==> src/rtl/in_pi_rx_if.sv <==
// Bundle between the Raspberry Pi GPIO pins and the in_pi_rx receiver.
//   master : the Pi side (drives pi_clk / pi_dat, observes the results)
//   slave  : the receiver (samples pi_clk / pi_dat, drives the results)
// Signals:
//   pi_clk, pi_dat : raw, asynchronous, bouncy serial lines from the Pi
//   data_out[7:0]  : last received byte
//   data_valid     : 1-cycle strobe, data_out updated on the same cycle
//   pi_ack         : long stable high level returned to the Pi after each byte
//   frame_err      : 1-cycle strobe, frame aborted by timeout
//   overrun        : 1-cycle strobe, pi_clk rise accepted while pi_ack high
interface in_pi_rx_if;
  logic       pi_clk;
  logic       pi_dat;
  logic [7:0] data_out;
  logic       data_valid;
  logic       pi_ack;
  logic       frame_err;
  logic       overrun;

  modport master (
    output pi_clk, pi_dat,
    input  data_out, data_valid, pi_ack, frame_err, overrun
  );

  modport slave (
    input  pi_clk, pi_dat,
    output data_out, data_valid, pi_ack, frame_err, overrun
  );
endinterface

==> src/rtl/in_pi_rx.sv <==
// Serial byte receiver for the Raspberry Pi link (pi_clk + pi_dat over jumper wires).
// Both lines are 2-FF synchronised and debounced; each accepted rise of the
// debounced clock shifts in one bit, MSB first. After 8 bits the byte is
// presented with a 1-cycle data_valid strobe and pi_ack is held high for
// ACK_CYCLES cycles so the Pi can poll it.
// Ports:
//   clk   : internal 100 MHz clock
//   rst_n : asynchronous active-low reset
//   bus   : in_pi_rx_if.slave (pi_clk, pi_dat in; data_out, data_valid,
//           pi_ack, frame_err, overrun out)
module in_pi_rx #(
  parameter int unsigned DEB_CYCLES     = 8191,
  parameter int unsigned TIMEOUT_CYCLES = 1000000,
  parameter int unsigned ACK_CYCLES     = 8191
) (
  input  logic       clk,
  input  logic       rst_n,
  in_pi_rx_if.slave  bus
);

  localparam int unsigned DEB_W = $clog2(DEB_CYCLES + 1);
  localparam int unsigned TMO_W = $clog2(TIMEOUT_CYCLES + 1);
  localparam int unsigned ACK_W = $clog2(ACK_CYCLES + 1);

  localparam logic [DEB_W-1:0] DEB_LAST = DEB_W'(DEB_CYCLES - 1);
  localparam logic [TMO_W-1:0] TMO_LAST = TMO_W'(TIMEOUT_CYCLES - 1);
  localparam logic [ACK_W-1:0] ACK_LAST = ACK_W'(ACK_CYCLES - 1);

  typedef enum logic [1:0] {IDLE, SHIFT, ACK} state_e;

  // Line index 0 = pi_clk, 1 = pi_dat
  logic [1:0]       sync1_q, sync2_q;
  logic [1:0]       stable_q, stable_d;
  logic [DEB_W-1:0] deb_cnt_q [2];
  logic [DEB_W-1:0] deb_cnt_d [2];
  logic             clk_prev_q, clk_prev_d;

  state_e           state_q, state_d;
  logic [6:0]       shreg_q, shreg_d;   // only 7 bits kept; the 8th goes straight to data_out
  logic [3:0]       bit_cnt_q, bit_cnt_d;
  logic [TMO_W-1:0] tmo_q, tmo_d;
  logic [ACK_W-1:0] ack_cnt_q, ack_cnt_d;
  logic [7:0]       data_out_q, data_out_d;
  logic             data_valid_q, data_valid_d;
  logic             pi_ack_q, pi_ack_d;
  logic             frame_err_q, frame_err_d;
  logic             overrun_q, overrun_d;

  logic             rise;
  logic             dat;

  // Debounce: a line must differ from its stable level for DEB_CYCLES
  // consecutive cycles; any return to the stable level restarts the count.
  always_comb begin
    stable_d = stable_q;
    for (int unsigned i = 0; i < 2; i++) begin
      deb_cnt_d[i] = '0;
      if (sync2_q[i] != stable_q[i]) begin
        if (deb_cnt_q[i] == DEB_LAST) begin
          stable_d[i] = sync2_q[i];
        end else begin
          deb_cnt_d[i] = deb_cnt_q[i] + DEB_W'(1);
        end
      end
    end
  end

  assign rise       = stable_q[0] & ~clk_prev_q;
  assign dat        = stable_q[1];
  assign clk_prev_d = stable_q[0];

  always_comb begin
    state_d      = state_q;
    shreg_d      = shreg_q;
    bit_cnt_d    = bit_cnt_q;
    tmo_d        = tmo_q;
    ack_cnt_d    = ack_cnt_q;
    data_out_d   = data_out_q;
    data_valid_d = 1'b0;
    pi_ack_d     = pi_ack_q;
    frame_err_d  = 1'b0;
    overrun_d    = 1'b0;

    unique case (state_q)
      IDLE: begin
        if (rise) begin
          shreg_d   = {shreg_q[5:0], dat};
          bit_cnt_d = 4'd1;
          tmo_d     = '0;
          state_d   = SHIFT;
        end
      end

      SHIFT: begin
        // A rise on the timeout cycle takes priority over the abort.
        if (rise) begin
          tmo_d = '0;
          if (bit_cnt_q == 4'd7) begin
            data_out_d   = {shreg_q, dat};
            data_valid_d = 1'b1;
            pi_ack_d     = 1'b1;
            ack_cnt_d    = '0;
            bit_cnt_d    = 4'd8;
            shreg_d      = '0;
            state_d      = ACK;
          end else begin
            shreg_d   = {shreg_q[5:0], dat};
            bit_cnt_d = bit_cnt_q + 4'd1;
          end
        end else if (tmo_q == TMO_LAST) begin
          frame_err_d = 1'b1;
          shreg_d     = '0;
          bit_cnt_d   = '0;
          tmo_d       = '0;
          state_d     = IDLE;
        end else begin
          tmo_d = tmo_q + TMO_W'(1);
        end
      end

      ACK: begin
        if (rise) begin
          overrun_d = 1'b1;
        end
        if (ack_cnt_q == ACK_LAST) begin
          pi_ack_d  = 1'b0;
          ack_cnt_d = '0;
          bit_cnt_d = '0;
          state_d   = IDLE;
        end else begin
          ack_cnt_d = ack_cnt_q + ACK_W'(1);
        end
      end

      default: state_d = IDLE;
    endcase
  end

  always_ff @(posedge clk or negedge rst_n) begin
    if (!rst_n) begin
      sync1_q      <= '0;
      sync2_q      <= '0;
      stable_q     <= '0;
      deb_cnt_q[0] <= '0;
      deb_cnt_q[1] <= '0;
      clk_prev_q   <= 1'b0;
      state_q      <= IDLE;
      shreg_q      <= '0;
      bit_cnt_q    <= '0;
      tmo_q        <= '0;
      ack_cnt_q    <= '0;
      data_out_q   <= '0;
      data_valid_q <= 1'b0;
      pi_ack_q     <= 1'b0;
      frame_err_q  <= 1'b0;
      overrun_q    <= 1'b0;
    end else begin
      sync1_q      <= {bus.pi_dat, bus.pi_clk};
      sync2_q      <= sync1_q;
      stable_q     <= stable_d;
      deb_cnt_q[0] <= deb_cnt_d[0];
      deb_cnt_q[1] <= deb_cnt_d[1];
      clk_prev_q   <= clk_prev_d;
      state_q      <= state_d;
      shreg_q      <= shreg_d;
      bit_cnt_q    <= bit_cnt_d;
      tmo_q        <= tmo_d;
      ack_cnt_q    <= ack_cnt_d;
      data_out_q   <= data_out_d;
      data_valid_q <= data_valid_d;
      pi_ack_q     <= pi_ack_d;
      frame_err_q  <= frame_err_d;
      overrun_q    <= overrun_d;
    end
  end

  assign bus.data_out   = data_out_q;
  assign bus.data_valid = data_valid_q;
  assign bus.pi_ack     = pi_ack_q;
  assign bus.frame_err  = frame_err_q;
  assign bus.overrun    = overrun_q;

endmodule

==> src/flat_wrapper.sv <==
// flat-port wrapper written by rule: the top's interface ports become plain ports
module in_pi_rx_flat 
#(
  parameter int unsigned DEB_CYCLES     = 8191,
  parameter int unsigned TIMEOUT_CYCLES = 1000000,
  parameter int unsigned ACK_CYCLES     = 8191
)
  (clk, rst_n, bus_pi_clk, bus_pi_dat, bus_data_out, bus_data_valid, bus_pi_ack, bus_frame_err, bus_overrun);
  in_pi_rx_if bus_i ();
  input  logic clk;
  input  logic rst_n;
  input wire logic [$bits(bus_i.pi_clk)-1:0] bus_pi_clk;
  input wire logic [$bits(bus_i.pi_dat)-1:0] bus_pi_dat;
  output wire logic [$bits(bus_i.data_out)-1:0] bus_data_out;
  output wire logic [$bits(bus_i.data_valid)-1:0] bus_data_valid;
  output wire logic [$bits(bus_i.pi_ack)-1:0] bus_pi_ack;
  output wire logic [$bits(bus_i.frame_err)-1:0] bus_frame_err;
  output wire logic [$bits(bus_i.overrun)-1:0] bus_overrun;
  assign bus_i.pi_clk = bus_pi_clk;
  assign bus_i.pi_dat = bus_pi_dat;
  assign bus_data_out = bus_i.data_out;
  assign bus_data_valid = bus_i.data_valid;
  assign bus_pi_ack = bus_i.pi_ack;
  assign bus_frame_err = bus_i.frame_err;
  assign bus_overrun = bus_i.overrun;
  in_pi_rx #(.DEB_CYCLES(DEB_CYCLES), .TIMEOUT_CYCLES(TIMEOUT_CYCLES), .ACK_CYCLES(ACK_CYCLES)) u_core (.clk(clk), .rst_n(rst_n), .bus(bus_i));
endmodule
==> config.mk <==
export PLATFORM = sky130hd
export DESIGN_NAME = in_pi_rx_flat
export DESIGN_NICKNAME = d
export VERILOG_FILES = /design/src/rtl/in_pi_rx_if.sv /design/src/rtl/in_pi_rx.sv /design/src/flat_wrapper.sv
export SDC_FILE = /design/constraint.sdc
export NUM_CORES = 1
export LEC_CHECK = 0
export BUFFER_PORTS_ARGS = -buffer_cell sky130_fd_sc_hd__buf_4
export CORE_MARGIN = 2
export CORE_UTILIZATION = 41
export CTS_CLUSTER_SIZE = 24
export DETAILED_ROUTE_END_ITERATION = 8
export HOLD_SLACK_MARGIN = 0.08
export PLACE_DENSITY = 0.69
export SKIP_LAST_GASP = 1
export SLEW_MARGIN = 20
export SYNTH_ARGS = -nofsm -noshare
export SYNTH_HDL_FRONTEND = slang
export SYNTH_SLANG_ARGS = --single-unit
==> constraint.sdc <==
create_clock -name clk -period 2.1 [get_ports clk]
set_input_delay 0.21 -clock clk [delete_from_list [all_inputs] [get_ports clk]]
set_output_delay 0.21 -clock clk [all_outputs]
set_load 0.01 [all_outputs]
==> results by group <==
Place
  – Port bufs: 15
  – DPL Wire Length: approximately 6000 µm
  – Post-placement worst setup slack: -0.0496 ns
  – Placed inst area: 0.00489 mm²
  – GP Congestion: 0.780
  – Placed cell count: just over 600

Route
  – Number of design-rule violations left by the first detailed-router iteration: 202
  – Final ANT Viol Nets: 0
  – Wirelength, routed: roughly 8900 µm
  – DRC violation count after routing: 0
  – First-pass iteration count of the detailed router: 5
  – Routed length per placed instance: 13.7 µm
  – DR vias/cell: ~5.4
  – Vias after detailed routing: about 3,500

Final layout
  – Area growth from synthesis to layout: 16.6%
  – Final-layout fill cell count: around 1,000
  – Design area: ~0.0052 mm²
  – Fraction of layout instances using a drive strength above 1: between 10% and 20%
  – Number of non-filler instances in the completed layout: approximately 650
  – Final-stage net count: ~520
  – Antenna Cells: 0

Synth
  – Warning count from the yosys run: 0
  – Number of enable-type register cells in the synthesized netlist: 0
  – Syn nets: ~470
  – Synthesized area divided by synthesized cell count: 9.79 µm²
  – Synth unique cells: 46
  – Most instantiated cells after synthesis: dfrtp_1 (91), o21ai_0 (50), nor2_1 (47), nand2_1 (37), nand3_1 (32)
  – Number of storage elements in the synthesis netlist: 91
  – Most used flip-flop cell after synthesis: dfrtp_1
  – Count of mapped cells out of synthesis: between 400 and 500
  – Proportion of synthesized flip-flops having asynchronous set or reset: 100%
  – Top cells by area in the synthesized netlist: dfrtp_1 (51%), o21ai_0 (5.6%), nor2_1 (3.9%), nand3_1 (3.6%), xor2_1 (3.5%)
  – Top-count cell post-synth: dfrtp_1
  – Synth area leader: dfrtp_1
  – Post-synthesis sequential area ratio: between 50% and 60%
  – Area fraction of the dominant cell type after synthesis: about 50%
  – Post-synthesis instance area: approximately 0.0045 mm²

Hold path
  – Min-Delay Path Class: in -> async

Timing
  – Worst slew pin tran: about 0.44 ns
  – Max transition margin: ~70%
  – Final hold violation count: 0
  – Minimum clock period after layout: 2.09 ns
  – Post-Route Skew: 0.0143 ns
  – Final count of pins violating max slew: 0
  – Count of final setup violators: 0
  – Maximum achievable frequency: roughly 480 MHz
  – Ratio of final minimum period to clock period: 99.3%
  – RSZ-0062 raised after global routing: yes
  – Final worst-path setup slack: approximately 0.015 ns

Pwr
  – Clock share of power: between 30% and 40%
  – Static leakage: 2.32 nW
  – Register share of total power: about 58%
  – Proportion of power drawn by combinational gates: between 2 and 3%
  – Total net switching power: ~0.73 mW
  – PnR Total Power: slightly above 3 mW
  – Switching share of power: about a quarter
  – Peak ir drop on the vdd network: between 300 and 400 µV
  – Power per standard cell area: 592 mW/mm²
  – Internal power contribution: ~2.4 mW

Status
  – Run status: completed

CTS
  – Clk Tree Root Cell: clkbuf_8
  – CTS clk-pin slew, worst paths: 0.10 ns
  – CTS H-tree lvls: 3
  – Source-to-sink clock delay at the later pin of the worst-skew pair: 0.37 ns
  – Number of CTS-inserted buffers: 9
  – CTS tree: yes
  – TritonCTS sink count: between 90 and 100
  – Buffers from clock root to sink, at most: 2

Floorplanning
  – Area of the core region: ~0.011 mm²
  – Die boundary width: about 110 µm
  – Number of standard-cell rows in the floorplan: 38
  – Floorplan die area: approximately 0.012 mm²
  – Vertical die dimension: 108 µm
  – Io pins: 16
  – Starting utilization of the core area: approximately two fifths

GRT
  – Pin count of the biggest net entering global routing: between 40 and 50
  – Wire length of the first global-routing pass: ~15,000 µm
  – Number of global-route vias before repair: around 3,300
  – Tot GR Track Use: roughly 16%
  – Initial antenna violation count: 0
  – Total global routing overflow: 0

Worst setup path
  – Buffers & Inverters on Critical Path: 0
  – Critical Path AT: 2.34 ns
  – WS Path Type: reg -> reg
  – Critical path required time: 2.36 ns
  – Series of cell instances along the critical path: or4_4 > nor4b_4 > a21o_4 > and3_4 > mux2_4
  – Highest net fanout along the worst path: 3
  – Critical Path Sink Type: flop
  – Category of cells accounting for the largest share of critical-path delay: simple AND/OR/NAND/NOR gates
  – Worst setup SP type: flop
  – CP max stage delay: 0.54 ns
  – Path depth of the worst reg2reg path: 5
  – CP max-delay cell: or4_4
  – Path length in cells of the critical path: 5

Flow run
  – Max cap viols: 0
-- routing by layer --
layer | wire length (µm) | share of wire [%] | up-vias | GRT usage [%]
met5 | 0 | 0 | - | 0
met4 | 155 | 1.7 | 0 | 7.69
met3 | 225 | 2.5 | 11 | 3.19
met2 | 4240 | 48 | 44 | 25.3
met1 | 4240 | 48 | 1704 | 21.5
li1 | - | - | 1720 | -
-- registers in the layout, indices dropped and copies added (netlist names), 2 cells and up --
| register | flops |
|---|---|
| u_core.stable_q | 2 |
| u_core.deb_cnt_q | 26 |
| u_core.bus.data_out | 8 |
| u_core.tmo_q | 20 |
| u_core.sync2_q | 2 |
| u_core.sync1_q | 2 |
| u_core.state_q | 2 |
| u_core.shreg_q | 7 |
| u_core.bit_cnt_q | 4 |
| u_core.ack_cnt_q | 13 |
-- final cells by class --
type	count	area, µm²	area share (%)
repair buffers	47	384	7.37
clock inverters	7	83.8	1.61
well taps	140	175	3.36
clock buffers	9	124	2.38
multi-input cells	338	2110	40.5
inverters	15	56.3	1.08
flip-flops and latches	91	2280	43.7
-- worst reg2reg max path: stages, from the launching register on --
cell     delay (ns)
dfrtp_1        0.38
or4_4          0.54
nor4b_4        0.35
a21o_4         0.19
and3_4         0.21
mux2_4         0.30
-- cell families after synthesis --
| family | synth area share, % |
|---|---|
| xor gates and xnor gates | 4.11 |
| AOI/OAI and AO/OA | 13.6 |
| muxes | 3.75 |
| buffers and inverters | 2.88 |
| DFF | 50.9 |
| adders and majority gates | 3.36 |
| and+or+nand+nor | 21.4 |
-- layout by cell type, fill, tap and decap left out, drive strengths merged, types with 4 or more instances in the layout --
| cell | netlist | final |
|---|---|---|
| or3 | 12 | 12 |
| mux2 | 14 | 14 |
| nor3 | 6 | 6 |
| inv | 15 | 18 |
| dfrtp | 91 | 91 |
| nor2 | 47 | 47 |
| a21o | 7 | 7 |
| buf | 4 | 44 |
| nand2b | 6 | 6 |
| nor4 | 4 | 4 |
| nand3 | 32 | 32 |
| o31ai | 10 | 10 |
| nand4 | 15 | 15 |
| a21oi | 18 | 18 |
| a31oi | 5 | 5 |
| ha | 12 | 12 |
| and3 | 8 | 8 |
| xor2 | 18 | 18 |
| clkbuf | 9 | 9 |
| nand2 | 38 | 38 |
| o21ai | 58 | 58 |
-- path summary, 6_finish.rpt --
check / from / end / slack, ns
worst max-delay path: u_core.tmo_q[10] / u_core.bit_cnt_q[1] / 0.01
worst min-delay path: rst_n / u_core.state_q[0] / 0.26
worst max register to register: u_core.tmo_q[10] / u_core.bit_cnt_q[1] / 0.01
worst min register to register: u_core.sync1_q[0] / u_core.sync2_q[0] / 0.35
max in group asynchronous: rst_n / u_core.tmo_q[5] / 1.18
min in group clk: u_core.sync1_q[0] / u_core.sync2_q[0] / 0.35
-- repair_timing --
item                                    CTS  global route
resized for setup                         4            17
endpoints found under the setup margin    4            26
setup buffers                             2             3
hold buffers                              3             0
endpoints found under the hold margin    66             0
pin swaps                                 3             6
-- power groups by stage --
stage	Combinational (mW)	Clock (mW)	Sequential, mW
floorplan	0.0231	0	1.81
global placement	0.0734	0	1.81
detailed placement	0.0759	0	1.81
CTS	0.0802	1.28	1.78
global route	0.0896	1.37	1.78
finish	0.0768	1.23	1.78
-- through the flow --
step	utilization [%]	hold WS (ns)	TNS, ns
after global routing	48.5	0.273	-1.00
after global placement	45.5	0.124	0
after CTS	48.0	0.253	-0.0525
after detailed placement	45.5	0.131	-0.128
after floorplan	-	-0.0856	0
final	48.5	0.262	0
Power figures use the tool's default switching activity.
